File: src/rtl/or1k_trace_pkg.sv
// Shared types and constants for the mor1kx trace nop decoder.
// Event encoding, simulation l.nop codes and decoder states.
package or1k_trace_pkg;

  typedef enum logic [1:0] {
    EVT_EXIT   = 2'd0,
    EVT_REPORT = 2'd1,
    EVT_PUTC   = 2'd2
  } evt_type_e;

  localparam logic [7:0]  NOP_OPCODE      = 8'h15;
  localparam logic [15:0] NOP_EXIT        = 16'd1;
  localparam logic [15:0] NOP_REPORT      = 16'd2;
  localparam logic [15:0] NOP_PUTC        = 16'd4;
  localparam logic [15:0] NOP_EXIT_SILENT = 16'd12;

  typedef struct packed {
    evt_type_e   kind;
    logic [31:0] data;
    logic [15:0] id;
  } evt_t;

  typedef enum logic {
    ST_RUN        = 1'b0,
    ST_TERMINATED = 1'b1
  } dec_state_e;

endpackage

File: src/rtl/or1k_trace_evt_fifo.sv
// First-word fall-through event FIFO; a push into a full FIFO is taken only
// when a pop frees a slot in the same cycle.
module or1k_trace_evt_fifo
  import or1k_trace_pkg::*;
#(
  parameter int DEPTH = 8
) (
  input  logic clk,
  input  logic rst,
  input  logic push,
  input  evt_t push_data,
  input  logic pop,
  output evt_t head,
  output logic full,
  output logic empty
);

  localparam int AW = $clog2(DEPTH);

  evt_t         mem [DEPTH];
  logic [AW:0]  wr_ptr;
  logic [AW:0]  rd_ptr;
  logic         wr_en;
  logic         rd_en;

  assign empty = (wr_ptr == rd_ptr);
  assign full  = (wr_ptr[AW] != rd_ptr[AW]) && (wr_ptr[AW-1:0] == rd_ptr[AW-1:0]);
  assign rd_en = pop && !empty;
  assign wr_en = push && (!full || rd_en);
  assign head  = mem[rd_ptr[AW-1:0]];

  always_ff @(posedge clk) begin
    if (rst) begin
      wr_ptr <= '0;
      rd_ptr <= '0;
    end else begin
      if (wr_en) wr_ptr <= wr_ptr + 1'b1;
      if (rd_en) rd_ptr <= rd_ptr + 1'b1;
    end
  end

  // Storage needs no reset: entries are only observed between the pointers.
  always_ff @(posedge clk) begin
    if (wr_en) mem[wr_ptr[AW-1:0]] <= push_data;
  end

endmodule

File: src/rtl/or1k_trace_nop_decoder.sv
// Per-core mor1kx trace consumer: shadows r3, decodes simulation l.nop codes
// and reports exit/report/putc events plus termination flags.
//
// state         | meaning
// ST_RUN        | decoding nops, core still running
// ST_TERMINATED | exit seen; nops ignored, r3 and event drain continue
module or1k_trace_nop_decoder
  import or1k_trace_pkg::*;
#(
  parameter int ID             = 0,
  parameter int TERM_CROSS_NUM = 16,
  parameter int FIFO_DEPTH     = 8
) (
  input  logic                      clk,
  input  logic                      rst,
  input  logic                      trace_valid,
  input  logic [31:0]               trace_pc,
  input  logic [31:0]               trace_insn,
  input  logic                      trace_wben,
  input  logic [4:0]                trace_wbreg,
  input  logic [31:0]               trace_wbdata,
  input  logic [TERM_CROSS_NUM-1:0] term_all_i,
  output logic                      evt_valid,
  input  logic                      evt_ready,
  output logic [1:0]                evt_type,
  output logic [31:0]               evt_data,
  output logic [15:0]               evt_id,
  output logic                      termination_o,
  output logic [31:0]               exit_code_o,
  output logic                      all_done_o,
  output logic                      overflow_o
);

  localparam logic [15:0] ID_W = 16'(ID);

  dec_state_e  state_q, state_d;
  logic [31:0] r3_q;
  logic        is_nop;
  logic [15:0] nop_k;
  logic        push;
  logic        term_set;
  evt_t        push_evt;
  evt_t        head;
  logic        full;
  logic        empty;
  logic        pop;

  // PC is carried by the trace bundle but nothing here depends on it.
  logic        unused_pc;
  assign unused_pc = ^trace_pc;

  assign is_nop = trace_valid && (trace_insn[31:24] == NOP_OPCODE);
  assign nop_k  = trace_insn[15:0];
  assign pop    = evt_ready && !empty;

  always_comb begin
    state_d       = state_q;
    push          = 1'b0;
    term_set      = 1'b0;
    push_evt      = '0;
    push_evt.id   = ID_W;
    push_evt.data = r3_q;
    if (state_q == ST_RUN && is_nop) begin
      case (nop_k)
        NOP_EXIT: begin
          push          = 1'b1;
          push_evt.kind = EVT_EXIT;
          term_set      = 1'b1;
          state_d       = ST_TERMINATED;
        end
        NOP_EXIT_SILENT: begin
          term_set = 1'b1;
          state_d  = ST_TERMINATED;
        end
        NOP_REPORT: begin
          push          = 1'b1;
          push_evt.kind = EVT_REPORT;
        end
        NOP_PUTC: begin
          push          = 1'b1;
          push_evt.kind = EVT_PUTC;
          push_evt.data = {24'h0, r3_q[7:0]};
        end
        default: ;
      endcase
    end
  end

  always_ff @(posedge clk) begin
    if (rst) begin
      state_q       <= ST_RUN;
      r3_q          <= '0;
      termination_o <= 1'b0;
      exit_code_o   <= '0;
      all_done_o    <= 1'b0;
      overflow_o    <= 1'b0;
    end else begin
      state_q    <= state_d;
      all_done_o <= &term_all_i;
      // The nop itself reads r3_q before this write lands: no bypass needed.
      if (trace_valid && trace_wben && trace_wbreg == 5'd3) r3_q <= trace_wbdata;
      if (term_set) begin
        termination_o <= 1'b1;
        exit_code_o   <= r3_q;
      end
      if (push && full && !pop) overflow_o <= 1'b1;
    end
  end

  or1k_trace_evt_fifo #(.DEPTH(FIFO_DEPTH)) u_fifo (
    .clk       (clk),
    .rst       (rst),
    .push      (push),
    .push_data (push_evt),
    .pop       (pop),
    .head      (head),
    .full      (full),
    .empty     (empty)
  );

  assign evt_valid = !empty;
  assign evt_type  = empty ? 2'b00 : head.kind;
  assign evt_data  = empty ? 32'h0 : head.data;
  assign evt_id    = empty ? 16'h0 : head.id;

endmodule
File: config.mk
export PLATFORM = sky130hd
export DESIGN_NAME = or1k_trace_nop_decoder
export DESIGN_NICKNAME = d
export VERILOG_FILES = /design/src/rtl/or1k_trace_pkg.sv /design/src/rtl/or1k_trace_evt_fifo.sv /design/src/rtl/or1k_trace_nop_decoder.sv
export SDC_FILE = /design/constraint.sdc
export NUM_CORES = 1
export LEC_CHECK = 0
export BUFFER_PORTS_ARGS = -buffer_cell sky130_fd_sc_hd__buf_2
export CAP_MARGIN = 20
export CORE_MARGIN = 2
export CORE_UTILIZATION = 57
export CTS_CLUSTER_DIAMETER = 100
export DETAILED_ROUTE_END_ITERATION = 8
export GPL_ROUTABILITY_DRIVEN = 0
export GPL_TIMING_DRIVEN = 0
export HOLD_SLACK_MARGIN = 0.1
export PLACE_DENSITY = 0.8
export SETUP_SLACK_MARGIN = 0.3
export SLEW_MARGIN = 40
export SYNTH_ARGS = -nofsm -noshare
export SYNTH_HDL_FRONTEND = slang
export SYNTH_SLANG_ARGS = --single-unit
File: constraint.sdc
create_clock -name clk -period 6.73 [get_ports clk]
set_input_delay 1.0095 -clock clk [delete_from_list [all_inputs] [get_ports clk]]
set_output_delay 1.0095 -clock clk [all_outputs]
set_load 0.005 [all_outputs]
Yosys cells after proc, flatten, opt, wreduce, memory -nomap -nowiden --
Memory sizes are Yosys's and may differ from the RTL's. A register that Yosys moved wholly into a read port is not among the register bits. Index checks and enable logic that the tools add are counted.
Word-level totals: flip-flop bits (word level) 76, memory bits (writable) 272, input bits 122, output and inout bits 86, memories kept 1
Memories:
- u_fifo.mem | depth 8, width 34, read ports 1, clocked after Yosys merged registers in 1, wr ports 1, RTL line or1k_trace_evt_fifo.sv:20 | evt_t mem [DEPTH];
Cells by class: add/subtract/negate cells 2, eq/ne operators 9, muxes and demuxes 14, bitwise operators 1, reduce and logical (&&, ||, !) cells 18
Operator list (count):
- 32-bit 2-to-1 mux | 2
- 34-bit 2-to-1 mux | 1
- 16-bit by 1-bit equality test with 1-bit output, second input constant | 1
- 16-bit by 2-bit equality test with 1-bit output, second input constant | 1
- 16-bit by 3-bit equality test with 1-bit output, second input constant | 1
- 16-bit by 4-bit equality test with 1-bit output, second input constant | 1
- 16-bit 2-to-1 mux | 1
- 16-bit AND reduction | 1
- 1-bit logical AND | 10
- 4-bit by 1-bit adder with 4-bit output, second input constant | 2
- 8-bit by 5-bit equality test with 1-bit output, second input constant | 1
- 1-bit 2-to-1 mux | 6
- 3-bit 2-to-1 mux | 2
- 5-bit by 2-bit equality test with 1-bit output, second input constant | 1
- 4-bit equality test | 1
- 2-bit one-hot mux with 2 select lines | 1
- 3-bit equality test | 1
- 1-bit logical NOT | 3
- 3-bit OR reduction | 1
- 2-bit 2-to-1 mux | 1
- 2-bit AND reduction | 1
- 2-bit OR reduction | 1
- 1-bit logical OR | 1
- 1-bit != test | 1
- 1-bit inverter | 1

Depth between registers and ports, before layout --
depth after elaboration 8, mapped depth 9, depth with buffers taken out 7

By module --
Synthesis repeated with hierarchy kept, for this count alone.
Second synthesis, totals: cells, all modules 1067, area, all modules 18889.4 µm²
By module, submodules not included:
- or1k_trace_evt_fifo | instances 1, cells an instance 649, area each 15627.5 µm², sequential area each 12231.7 µm²
- or1k_trace_nop_decoder | instances 1, cells an instance 418, area each 3261.9 µm², sequential area each 1341.3 µm²

Least setup slack after synthesis --
Ideal clock, no wire load.
kind input-to-reg, start point input port trace_insn[29], end point memory u_fifo.mem[2][0] (netlist bit) (enable), setup time 0.475 ns, arrival 4.775 ns, slack 1.480 ns, stages on the path 5, path buffers 0, path through nor4bb_1 > o2111ai_1 > a211oi_2 > nand2b_1 > nor3b_1
Between the ends: longest elaborated chain between the ends 7
Ends and longest elaborated chain:
- start: declaration | RTL line or1k_trace_nop_decoder.sv:18 | input logic [31:0] trace_insn,
- 8-bit by 5-bit equality test with 1-bit output | RTL line or1k_trace_nop_decoder.sv:52 | assign is_nop = trace_valid && (trace_insn[31:24] == NOP_OPCODE);
- 1-bit logical AND | RTL line or1k_trace_nop_decoder.sv:52
- 1-bit logical AND | RTL line or1k_trace_nop_decoder.sv:63 | if (state_q == ST_RUN && is_nop) begin
- 1-bit 2-to-1 mux | RTL line or1k_trace_nop_decoder.sv:63
- 1-bit logical AND | RTL line or1k_trace_evt_fifo.sv:29 | assign wr_en = push && (!full || rd_en);
- 1-bit 2-to-1 mux | RTL line or1k_trace_evt_fifo.sv:44 | if (wr_en) mem[wr_ptr[AW-1:0]] <= push_data;
- 1-bit 2-to-1 mux (implied by the code) | RTL line or1k_trace_evt_fifo.sv:44
- end: declaration | RTL line or1k_trace_evt_fifo.sv:20
No other way between the ends.

Worst setup path after layout --
start point input port trace_insn[29], end point memory u_fifo.mem[2][21] (netlist bit) (enable)
Same word-level chain as after synthesis.

==> impl_metrics.csv <==
group,metric,value,unit
grt,grt_overflow,0,
grt,grt_max_degree,20,
critical_path,crit_fanout,9,
place,post-place-ws,2080,ps
routing,wl_per_cell,22.9,um
floorplan,ios,208,
clocking,clkTransAtPathRegs,60,ps
clocking,postCtsHoldBufs,0,
logic_synthesis,synth_largest_area_cell,"edfxtp_1",
logic_synthesis,synth_cell_types,43,
grt,grt_pass1_vias,8353,
place,hpwl,22700,um
critical_path,cp-endpoint,"u_fifo.mem[2][21]",
critical_path,crit_path_start_kind,"input port",
clocking,cts_buffers,34,
critical_path,crit_type,"in -> reg",
routing,drtIter0Drc,1038,
critical_path,required,6960,ps
logic_synthesis,ys_warn_count,0,
clocking,clockBufferDepth,3,
floorplan,die_w,159,um
timing,finalCritPeriodShare,63.0,%
clocking,cts_tree,"built",
critical_path,r2r-end,"u_fifo.mem[2][21]",
floorplan,start_util,58.1,%
clocking,cts.sinks,350,
job,cap_violations,0,
cells_and_area,fin_nets,1224,
timing,worst_slack,2490,ps
timing,worst_slew_pin_slew,901,ps
floorplan,die_area,0.0252,mm2
timing,min_period,4240,ps
clocking,cts_resized,0,
grt,grt_pass1_wl,48200,um
cells_and_area,layout-drive-gt1-share,32.3,%
critical_path,crit_start,"trace_insn[29]",
logic_synthesis,synth_commonest_cells,"edfxtp_1, nand2_1, dfxtp_1",
logic_synthesis,synth_flop_cell,"edfxtp_1",
power_and_ir_drop,power_leakage,6.25,nW
floorplan,num_rows,56,
routing,wl,33000,um
floorplan,coreArea,0.0235,mm2
critical_path,worstSetupEndpointType,"flip-flop",
grt,grt_usage,26.7,%
critical_path,arrival,4470,ps
power_and_ir_drop,ir_worst_vdd,0.000156,V
clocking,root_buffer,"clkbuf_16",
logic_synthesis,synth.top_cell.area_share,59.9,%
logic_synthesis,ys_top_cells_by_area,"edfxtp_1, dfxtp_1, mux4_2",
timing,timing_hold_violations_final,0,
timing,setup_viol,0,
worst_hold_path,worstHoldPathType,"reg -> reg",
clocking,insertion_delay,520,ps
timing,fin_skew,15.6,ps
place,portBuffers,151,
logic_synthesis,synth-seq-cells,350,
logic_synthesis,synth_edf_count,272,
floorplan,die_h,159,um
logic_synthesis,synth.avg_cell_area,15.9,um2
critical_path,r2r_start,"termination_o",
critical_path,reg2reg_depth,8,
timing,rsz0062_at_grt,"false",
timing,setup-tns-final,0,ps
logic_synthesis,yosysMostFrequentCell,"edfxtp_1",
worst_hold_path,hold_depth,2,
routing,drc_errors,0,
routing,num_vias,8432,
outcome,status,"complete, no violations",
timing,finalMaxSlewViolations,0,
timing,maxClockFrequency,236,MHz
routing,via_per_inst,5.83,
logic_synthesis,netlist_area,0.0136,mm2
routing,route.antenna.remaining_nets,0,
routing,drtPass1Iterations,5,
critical_path,r2r_slack,3050,ps
cells_and_area,areaGrowthSynthToFinish,19.4,%
logic_synthesis,async_flop_share,0,%
clocking,htreeDepth,2,
logic_synthesis,ys_seq_area_share,71.3,%
timing,max_slew_margin,39.9,%
power_and_ir_drop,power.density,254,mW/mm2
grt,antenna_found_initial,1,
clocking,cts_setup_buffers,0,
logic_synthesis,synthCells,857,
[critical path, stage by stage]
cell and delay (ps):
buf_2 90, nor4bb_1 700, o2111ai_1 390, a211oi_2 670, nand2b_1 320, nor3b_2 580
buf_4 280, buf_2 220, buf_4 200
[how the worst min path moves through the flow]
stage / end / start
2_1_floorplan: exit_code_o[10] / r3_q[10]
3_3_place_gp: exit_code_o[4] / exit_code_o[4]
3_5_place_dp: exit_code_o[18] / exit_code_o[18]
4_1_cts: exit_code_o[18] / exit_code_o[18]
5_1_grt: exit_code_o[19] / exit_code_o[19]
6_report: exit_code_o[19] / exit_code_o[19]
[final cells by class]
class	instances	area, um2
fill	1517	7180
buffer	66	359
clock inverter	12	82.6
timing repair buffer	192	1090
multi-input combinational	454	3660
inverter	2	7.51
antenna	1	2.50
tap	319	399
clock buffer	50	961
sequential	350	9730
[layout by cell type, fill, tap and decap left out, types with 3 or more instances in the layout]
master	n
nor2b_1	24
buf_4	44
clkbuf_8	5
conb_1	16
nor4_1	3
dfxtp_1	78
nand2_1	136
mux4_2	68
clkbuf_16	34
nor2_1	46
nor3b_2	5
buf_6	3
edfxtp_1	272
buf_2	178
nand3_1	4
nor3_1	3
nand4_1	3
buf_16	3
mux2i_1	36
and3_1	3
clkbuf_1	38
clkinv_2	5
xnor2_1	6
a21oi_1	67
[cell families (layout without fill, tap and decap cells)]
logic type,count (synthesis),in the layout,synth area share [%]
buf+inv,68,322,2.65
simple gates,249,249,8.48
fa+ha+maj,2,2,0.183
compound gates,75,75,2.94
xor+xnor,8,8,0.514
other cells,1,17,0.0275
flops,350,350,71.3
mux,104,104,13.9
[metrics by stage]
stage / hold WS, ps / cells / power (mW) / utilization, % / area, um2
2_1_floorplan: 445 / 872 / 2.37 / - / 13700
3_3_place_gp: 438 / 1342 / 2.40 / 63.3 / 14900
3_5_place_dp: 441 / 1383 / 2.40 / 64.9 / 15200
4_1_cts: 449 / 1445 / 4.14 / 69.4 / 16300
5_1_grt: 460 / 1446 / 4.24 / 69.4 / 16300
6_report: 448 / 1446 / 4.13 / 69.4 / 16300
[registers in the layout, summed over array words and instances (netlist names), named ones only]
| name | count |
|---|---|
| termination_o | 1 |
| exit_code_o | 32 |
| u_fifo.mem | 272 |
| u_fifo.wr_ptr | 4 |
| overflow_o | 1 |
| r3_q | 32 |
| all_done_o | 1 |
| u_fifo.rd_ptr | 4 |
[power by group]
part	total [mW]	switching [mW]	internal (mW)	leakage (nW)
clock network	1.77	0.773	1.00	0.511
registers	2.30	0.000976	2.30	3.71
logic	0.0595	0.0321	0.0274	2.03
total	4.13	0.806	3.33	6.25
[metal layers]
layer  vias to the layer above  wire (um)  part of all wire (%)  GRT usage, %
li1                       3680          -                     -             -
met1                      4175      12500                    38          35.7
met2                       497      16300                    49          43.9
met3                        80       3080                   9.3          5.06
met4                         0       1130                   3.4          10.7
met5                         -          0                     0             0
Note: power is estimated with default switching activity, not from simulation.
